`config.mk`:
```
export PLATFORM = sky130hd
export DESIGN_NAME = pattern_scan_ctrl
export DESIGN_NICKNAME = d
export VERILOG_FILES = /design/src/rtl/pattern_scan_ctrl.sv
export SDC_FILE = /design/constraint.sdc
export NUM_CORES = 1
export LEC_CHECK = 0
export CAP_MARGIN = 15
export CORE_MARGIN = 2
export CORE_UTILIZATION = 35
export DETAILED_ROUTE_END_ITERATION = 10
export PLACE_DENSITY_LB_ADDON = 0.08
export REMOVE_ABC_BUFFERS = 1
export SLEW_MARGIN = 10
export SYNTH_ARGS = -nofsm -noshare
export SYNTH_HDL_FRONTEND = slang
export SYNTH_SLANG_ARGS = --single-unit
export TNS_END_PERCENT = 50
```
`constraint.sdc`:
```
create_clock -name clk -period 4.2 [get_ports clk]
set_clock_uncertainty 0.05 [all_clocks]
set_input_delay 0.84 -clock clk [delete_from_list [all_inputs] [get_ports clk]]
set_output_delay 0.84 -clock clk [all_outputs]
set_load 0.01 [all_outputs]
```
`src/rtl/pattern_scan_ctrl.sv`:
```
// Programmable serial pattern-scan controller: matches a latched pattern
// against the valid-qualified d_in stream, counts matches, and ends the run at a target count.
//
// state | meaning
// IDLE  | waiting for start; rejects illegal configurations with cfg_err
// SCAN  | shifting valid bits and detecting matches (busy=1)
// DONE  | single cycle after the target was reached
module pattern_scan_ctrl #(
  parameter int MAX_LEN = 8,
  parameter int LEN_W   = 4,
  parameter int CNT_W   = 16
) (
  input  logic               clk,
  input  logic               rst,
  input  logic               start,
  input  logic               abort,
  input  logic [MAX_LEN-1:0] cfg_pattern,
  input  logic [LEN_W-1:0]   cfg_len,
  input  logic               cfg_overlap,
  input  logic [CNT_W-1:0]   cfg_target,
  input  logic               d_in,
  input  logic               valid_in,
  output logic               busy,
  output logic               pattern_detected,
  output logic [CNT_W-1:0]   match_count,
  output logic               done,
  output logic               cfg_err
);

  typedef enum logic [1:0] {IDLE = 2'd0, SCAN = 2'd1, DONE = 2'd2} state_t;

  state_t             state, state_d;
  logic [MAX_LEN-1:0] pat_q, hist, hist_shift, len_mask;
  logic [MAX_LEN:0]   len_onehot;
  logic [LEN_W-1:0]   len_q, fill, fill_inc;
  logic               ovl_q;
  logic [CNT_W-1:0]   tgt_q;
  logic               cfg_bad, accept, shift_en, hit, last_hit;
  logic               busy_d, det_d, done_d, err_d;

  assign cfg_bad    = (cfg_len == '0) || (cfg_len > LEN_W'(MAX_LEN)) || (cfg_target == '0);
  assign accept     = (state == IDLE) && start && !cfg_bad;
  assign shift_en   = (state == SCAN) && valid_in && !abort;
  assign hist_shift = {hist[MAX_LEN-2:0], d_in};
  assign fill_inc   = (fill < len_q) ? fill + LEN_W'(1) : len_q;
  // Width MAX_LEN+1 so that len=MAX_LEN yields an all-ones mask.
  assign len_onehot = (MAX_LEN+1)'(1) << len_q;
  assign len_mask   = MAX_LEN'(len_onehot - (MAX_LEN+1)'(1));
  assign hit        = shift_en && (fill_inc == len_q) && (((hist_shift ^ pat_q) & len_mask) == '0);
  assign last_hit   = hit && ((match_count + CNT_W'(1)) == tgt_q);

  always_ff @(posedge clk) begin
    if (rst) begin
      state            <= IDLE;
      busy             <= 1'b0;
      pattern_detected <= 1'b0;
      done             <= 1'b0;
      cfg_err          <= 1'b0;
    end else begin
      state            <= state_d;
      busy             <= busy_d;
      pattern_detected <= det_d;
      done             <= done_d;
      cfg_err          <= err_d;
    end
  end

  always_comb begin
    state_d = state;
    case (state)
      IDLE:    if (accept) state_d = SCAN;
      SCAN: begin
        if (abort)         state_d = IDLE;
        else if (last_hit) state_d = DONE;
      end
      DONE:    state_d = IDLE;
      default: state_d = IDLE;
    endcase
  end

  always_comb begin
    busy_d = (state_d == SCAN);
    det_d  = hit;
    done_d = last_hit;
    err_d  = (state == IDLE) && start && cfg_bad;
  end

  always_ff @(posedge clk) begin
    if (rst) begin
      pat_q       <= '0;
      len_q       <= '0;
      ovl_q       <= 1'b0;
      tgt_q       <= '0;
      hist        <= '0;
      fill        <= '0;
      match_count <= '0;
    end else if (accept) begin
      pat_q       <= cfg_pattern;
      len_q       <= cfg_len;
      ovl_q       <= cfg_overlap;
      tgt_q       <= cfg_target;
      hist        <= '0;
      fill        <= '0;
      match_count <= '0;
    end else if (shift_en) begin
      hist <= hist_shift;
      // Non-overlapping mode discards the matched bits by restarting the fill.
      fill <= (hit && !ovl_q) ? '0 : fill_inc;
      if (hit) match_count <= match_count + CNT_W'(1);
    end
  end

endmodule

```
==> results of run 1 <==
-- critical path, stage by stage, from the launching register on --
cell and delay (ns):
sky130_fd_sc_hd__dfxtp_1 0.44, sky130_fd_sc_hd__or4_4 0.59, sky130_fd_sc_hd__ha_1 0.29, sky130_fd_sc_hd__inv_1 0.03
sky130_fd_sc_hd__a222oi_1 0.30, sky130_fd_sc_hd__o211ai_1 0.16, sky130_fd_sc_hd__a21oi_2 0.19, sky130_fd_sc_hd__nand3_2 0.45
sky130_fd_sc_hd__o21ai_0 0.60, sky130_fd_sc_hd__o22ai_1 0.15
-- logic make-up (layout without fill, tap and decap cells) --
group,Yosys count,count (layout),synth area share [%]
fa+ha+maj,6,6,2.27
xor+xnor,41,41,10.9
compound gates,75,75,13.8
mux,31,31,9.44
buf+inv,30,83,3.98
simple gates,141,141,22.1
flops,62,62,37.6
-- cells in the final DEF (no fill, tap or decap), types with 3 or more instances in the layout --
cell,instances
sky130_fd_sc_hd__nand2_1,31
sky130_fd_sc_hd__mux2i_1,30
sky130_fd_sc_hd__dfxtp_1,62
sky130_fd_sc_hd__and3_1,3
sky130_fd_sc_hd__o31ai_1,6
sky130_fd_sc_hd__nor2_1,42
sky130_fd_sc_hd__clkdlybuf4s50_1,54
sky130_fd_sc_hd__nand4_1,10
sky130_fd_sc_hd__xnor2_1,26
sky130_fd_sc_hd__nand3_2,3
sky130_fd_sc_hd__or4_1,8
sky130_fd_sc_hd__nor3_1,4
sky130_fd_sc_hd__a21oi_1,28
sky130_fd_sc_hd__xor2_1,15
sky130_fd_sc_hd__nand2b_1,4
sky130_fd_sc_hd__ha_1,6
sky130_fd_sc_hd__o21ai_0,18
sky130_fd_sc_hd__clkbuf_8,10
sky130_fd_sc_hd__inv_1,7
sky130_fd_sc_hd__nand3_1,9
sky130_fd_sc_hd__nor3b_1,3
sky130_fd_sc_hd__nor4_1,5
sky130_fd_sc_hd__buf_4,6
sky130_fd_sc_hd__o211ai_1,5
sky130_fd_sc_hd__or3_1,7
-- per-stage QoR --
step	power, mW	setup WS (ns)	area (um^2)	hold WS (ns)	instances
2_1_floorplan	0.745	0.474	3200	0.398	363
3_3_place_gp	0.822	0.779	3930	0.416	534
3_5_place_dp	0.823	0.751	3930	0.417	534
4_1_cts	1.41	0.811	4140	0.427	550
5_1_grt	1.46	0.605	4140	0.445	550
6_report	1.39	0.783	4140	0.421	550
-- report_power, final --
part	internal [mW]	switching [mW]	total (mW)
sequential	0.606	0.0194	0.626
clock	0.349	0.237	0.586
combinational	0.0920	0.0905	0.183
total	1.05	0.347	1.39
-- layer usage --
metal / track usage (%) / vias up / part of all wire [%]
met4: 5.30 / 0 / 1.2
li1: - / 1481 / -
met3: 3.80 / 12 / 4.0
met1: 26.1 / 1348 / 54
met2: 25.0 / 55 / 41
met5: 0 / - / 0
-- state kept, by name (all words and copies together), names as in the netlist --
name and flops:
hist 7, pat_q 8, fill 4, len_q 4
busy 1, tgt_q 16, ovl_q 1, done 1
pattern_detected 1, match_count 16, state 2, cfg_err 1
-- worst min path at each step --
stage / startpoint / to / slack (ns) / depth (start not counted)
after global placement: hist[6] / hist[6] / 0.42 / 2
after floorplan: hist[6] / hist[6] / 0.40 / 2
after global routing: hist[5] / hist[6] / 0.45 / 2
after CTS: hist[6] / hist[6] / 0.43 / 2
after detailed placement: hist[6] / hist[6] / 0.42 / 2
final: hist[6] / hist[6] / 0.42 / 2
-- cell type report --
cell class	count	area share, %
Sequential cell	62	30.0
Clock inverter	4	1.69
Tap cell	111	3.35
Inverter	7	0.634
Multi-Input combinational cell	294	46.7
Clock buffer	12	3.50
Timing Repair Buffer	60	14.1
==> impl_results.md, run 1 <==
- Result of the run: finished, final reports clean
- Synth Warn #: 0
- Number of levels in the clock H-tree: 3
- DRC violation count after routing: 0
- Data arrival time at the worst-slack endpoint: 3.56 ns
- Half-perimeter wire length of the detailed placement result: 6130 um
- Synthesized area per cell: 8.55 um^2
- Largest net degree at the start of global routing: 32
- Antenna-violating nets left: 0
- Max rail drop VDD: around 0.14 mV
- Antenna Diode Count: 0
- Floorplan die area: just over 10000 um^2
- Sum of routed wire length over all layers: approximately 8400 um
- Input/output buffers: between 50 and 60
- Overall via count from detail_route: 2896
- Gate count after technology mapping: 386
- Global route overflow: 0
- Post-route fraction of the period consumed by the critical path: between 80 and 90%
- Worst R2R End: fill[0]
- Resized cells post-CTS: 0
- Seq cells post-synth: 62
- Number of flops mapped to enable cells by yosys: 0
- RSZ-0062 raised after global routing: no
- Number of fill cells in the layout: 937
- Fraction of final layout cells sized beyond drive strength 1: 6.15%
- Effective utilization at floorplan: a little over a third
- Total GRT Usage: ~17%
- Antenna violations before repair: 0
- Number of buffers created by CTS: 9
- Leading cell types by count after synthesis: sky130_fd_sc_hd__dfxtp_1 (62), sky130_fd_sc_hd__nor2_1 (42), sky130_fd_sc_hd__nand2_1 (31)
- Vias in the first global route: 2755
- Share of the yosys chip area belonging to registers: 37.6%
- Post-layout util: 45.0%
- Clock latency reported for the late side of the worst-skew pair: 0.34 ns
- Final hold violation count: 0
- Number of maximum-capacitance constraint violations: 0
- Number of cell rows: 35
- Final weighted congestion in routability-driven placement: 0.782
- Setup violations, final: 0
- Via/cell ratio: ~5.3
- Post-synthesis cell type with the largest combined area: sky130_fd_sc_hd__dfxtp_1
- Leakage power: between 1.5 and 2 nW
- Vert. Die Dim: 101 um
- Startpoint of the worst register-to-register path: len_q[3]
- Worst-case register-to-register setup slack: 0.78 ns
- Top-area cell type share of the netlist area: a little under two fifths
- Crit path kind: flip-flop to flip-flop
- Maximum clock path buffer count: 2
- Area of the mapped netlist: 3300 um^2
- Fmax: 0.293 GHz
- Initial detailed-routing violation count: between 100 and 150
- Root Buffer Master: sky130_fd_sc_hd__clkbuf_8
- Total Negative Setup Slacks: 0 ns
- Clock transition at the registers of the reported paths: around 0.07 ns
- Most common flop cell mapped by yosys: sky130_fd_sc_hd__dfxtp_1
- Slew Viols, Final: 0
- Worst slew slack as a fraction of its limit: 57.9%
- Global-route wire length before repair: 13800 um
- Most numerous cell in the Yosys netlist: sky130_fd_sc_hd__dfxtp_1
- Critical Path Sink: fill[0]
- Fraction of registers with async set or reset after synthesis: 0%
- Reg2Reg Depth: 9
- Final Net Count: 475
- Number of clock sinks: slightly above 60
- Maximum fanout along the worst path: 30
- Synth-to-layout area growth: 25.4%
- Cell Pwr Density: between 300 and 400 nW/um^2
- Number of detailed-route iterations in the first pass: 5
- Per-cell routed wire length: 15.4 um
- Total area of sequential cells: about 1200 um^2
- Slew at the pin with the worst max-slew slack: 0.626 ns
- Area used by multi-input combinational logic: 1930 um^2
- Number of primary I/O pins: 55
- Worst hold-check path type: flip-flop to flip-flop
- Width of the die: 101 um
- Most area-consuming cells after synthesis: sky130_fd_sc_hd__dfxtp_1 (38%), sky130_fd_sc_hd__mux2i_1 (9.1%), sky130_fd_sc_hd__xnor2_1 (6.9%), sky130_fd_sc_hd__nor2_1 (4.8%), sky130_fd_sc_hd__a21oi_1 (4.2%)
- CP required: 4.34 ns
- Final min period: around 3.4 ns
- Post-synth cell types: 49
- Crit path capture type: flip-flop
- Worst setup SP type: flip-flop
- Placeable core area: about 9200 um^2
- Setup repair bufs after CTS: 0
- Hold_buf cts: 0
- Clock tree from TritonCTS: done
- Crit. Startpoint: len_q[3]
No activity file was read; power rests on OpenSTA's default activity.
==> run 2: changes to the inputs <==
==> constraint.sdc (replaced) <==
create_clock -name clk -period 2.89 [get_ports clk]
set_clock_uncertainty 0.05 [all_clocks]
set_input_delay 0.578 -clock clk [delete_from_list [all_inputs] [get_ports clk]]
set_output_delay 0.578 -clock clk [all_outputs]
set_load 0.01 [all_outputs]
==> impl_results.md, run 2 (synthesized netlist as in run 1, its figures left out) <==
- RSZ-0062 raised after global routing: yes
- Root Buffer Master: sky130_fd_sc_hd__clkbuf_8
- Portion of total power attributed to sequential cells: 43.7%
- Fmax: 0.349 GHz
- Final min period: 2.86 ns
- Worst slew slack as a fraction of its limit: 59.7%
- Pre-CTS setup slack: 0.0352 ns
- Hold slack: 0.420 ns
- Largest net degree at the start of global routing: 33
- Slowest CP cell: sky130_fd_sc_hd__or4_4
- Initial detailed-routing violation count: around 150
- Overall via count from detail_route: 3024
- Max rail drop VDD: 0.257 mV
- Antenna-violating nets left: 0
- Number of buffers created by CTS: 9
- Vias in the first global route: around 2900
- Clock transition at the registers of the reported paths: 0.08 ns
- Input/output buffers: 54
- Global route overflow: 0
- Internal power: 1.52 mW
- Per-cell routed wire length: 15.4 um
- Number of levels in the clock H-tree: 3
- Crit-path cells: or4_4 -> ha_4 -> inv_1 -> a222oi_1 -> o211ai_1 -> a21oi_2 -> nand3_2 -> buf_12 -> or4_4 -> a21oi_2
- Vert. Die Dim: around 100 um
- Post-route fraction of the period consumed by the critical path: 99.0%
- Sum of routed wire length over all layers: slightly below 9000 um
- Antenna violations before repair: 0
- Data arrival time at the worst-slack endpoint: 3.09 ns
- Synth-to-layout area growth: 34.0%
- Total GRT Usage: 17.7%
- Commonest non-fill, non-tap cell in the layout: sky130_fd_sc_hd__dfxtp_1
- Combinational share of power: 14.6%
- Relative contribution of the clock network to total power: a little over two fifths
- Crit path kind: flip-flop to flip-flop
- Final Net Count: 502
- Final hold violation count: 0
- Global-route wire length before repair: 14200 um
- Biggest regs: match_count (16), tgt_q (16), pat_q (8)
- Number of cell rows: 35
- Fraction of final layout cells sized beyond drive strength 1: between 10% and 20%
- Half-perimeter wire length of the detailed placement result: 6580 um
- Width of the die: 101 um
- Crit path capture type: flip-flop
- Slew Viols, Final: 0
- Maximum clock path buffer count: 2
- Clock tree from TritonCTS: done
- CP required: 3.12 ns
- Kind of cell with the highest combined delay on the critical path: simple AND/OR/NAND/NOR gates
- Placeable core area: 9200 um^2
- Worst hold-check path type: flip-flop to flip-flop
- Crit path buffers/inverters: 2
- Maximum fanout along the worst path: 13
- Slew at the pin with the worst max-slew slack: 0.603 ns
- Result of the run: finished, final reports clean
- Worst setup SP type: flip-flop
- Net switching share of the total power: 26.2%
- Number of primary I/O pins: 55
- Final weighted congestion in routability-driven placement: 0.846
- Setup violations, final: 0
- Number of maximum-capacitance constraint violations: 0
- Cell Pwr Density: 467 nW/um^2
- Leakage power: 1.77 nW
- Clock latency reported for the late side of the worst-skew pair: 0.34 ns
- Effective utilization at floorplan: 35.9%
- Net switching component of the power: 541 uW
- Number of detailed-route iterations in the first pass: 4
- Antenna Diode Count: 0
- Final Worst Setup Slack: 0.0287 ns
- Number of clock sinks: 62
- Most frequent cells in the layout: sky130_fd_sc_hd__dfxtp_1 (62), sky130_fd_sc_hd__clkdlybuf4s50_1 (54), sky130_fd_sc_hd__nor2_1 (42)
- DRC violation count after routing: 0
- Via/cell ratio: 5.24
- Floorplan die area: ~10000 um^2
- Slowest cell delay on critical path: 0.56 ns
run 2: area by class of cell:
class                   count  area [um^2]
inverters                   7         26.3
clock buffers               9          124
multi-input cells         294         1980
clock inverters             7         97.6
fillers                   935         4770
repair buffers             87          818
well taps                 111          139
flip-flops and latches     62         1240
run 2: power groups by stage:
stage | Sequential (mW) | Clock, mW | Combinational, mW
after floorplan | 0.921 | 0 | 0.162
after global placement | 0.921 | 0 | 0.290
after detailed placement | 0.922 | 0 | 0.291
after CTS | 0.902 | 0.877 | 0.293
after global routing | 0.905 | 0.918 | 0.332
final | 0.902 | 0.860 | 0.302
run 2: path summary, 6_finish.rpt:
check / startpoint / end / slack, ns / cells past startpoint
worst max-delay path: len_q[3] / match_count[14] / 0.03 / 10
worst max register to register: len_q[3] / match_count[14] / 0.03 / 10
worst min register to register: hist[6] / hist[6] / 0.42 / 2
worst min-delay path: hist[6] / hist[6] / 0.42 / 2
run 2: worst min-delay path, delay by kind of cell (launching register included):
| family | cells | cell delay [ns] |
|---|---|---|
| simple gates | 1 | 0.05 |
| flops | 1 | 0.32 |
| compound gates | 1 | 0.05 |
run 2: per-stage QoR:
stage / util, % / TNS, ns / area (um^2) / power (mW) / cells
2_1_floorplan: - / -9.74 / 3200 / 1.08 / 363
4_1_cts: 47.1 / 0 / 4330 / 2.07 / 573
3_3_place_gp: 44.7 / 0 / 4110 / 1.21 / 557
3_5_place_dp: 44.7 / 0 / 4110 / 1.21 / 557
6_report: 48.1 / 0 / 4420 / 2.06 / 577
5_1_grt: 48.1 / -0.449 / 4420 / 2.16 / 577
run 2: per-layer routing:
| layer | share of wire (%) | vias up | track usage (%) |
|---|---|---|---|
| met4 | 0.85 | 0 | 4.37 |
| li1 | - | 1536 | - |
| met5 | 0 | - | 0 |
| met2 | 42 | 56 | 25.5 |
| met3 | 4.7 | 5 | 4.28 |
| met1 | 53 | 1427 | 26.5 |
run 2: what timing repair did:
item / in CTS / in global routing
buffers inserted: 0 / 3
gates resized for setup: 0 / 8
hold buffers: 0 / 0
endpoints found under the setup margin: 0 / 12
==> run 3: changes to the inputs <==
--- a/config.mk
+++ b/config.mk
@@ -11,7 +11,7 @@
 export DETAILED_ROUTE_END_ITERATION = 10
 export PLACE_DENSITY_LB_ADDON = 0.08
 export REMOVE_ABC_BUFFERS = 1
-export SLEW_MARGIN = 10
+export SLEW_MARGIN = 20
 export SYNTH_ARGS = -nofsm -noshare
 export SYNTH_HDL_FRONTEND = slang
 export SYNTH_SLANG_ARGS = --single-unit
==> results of run 3 <==
Final layout, timing and power as in run 2 (identical DEF).
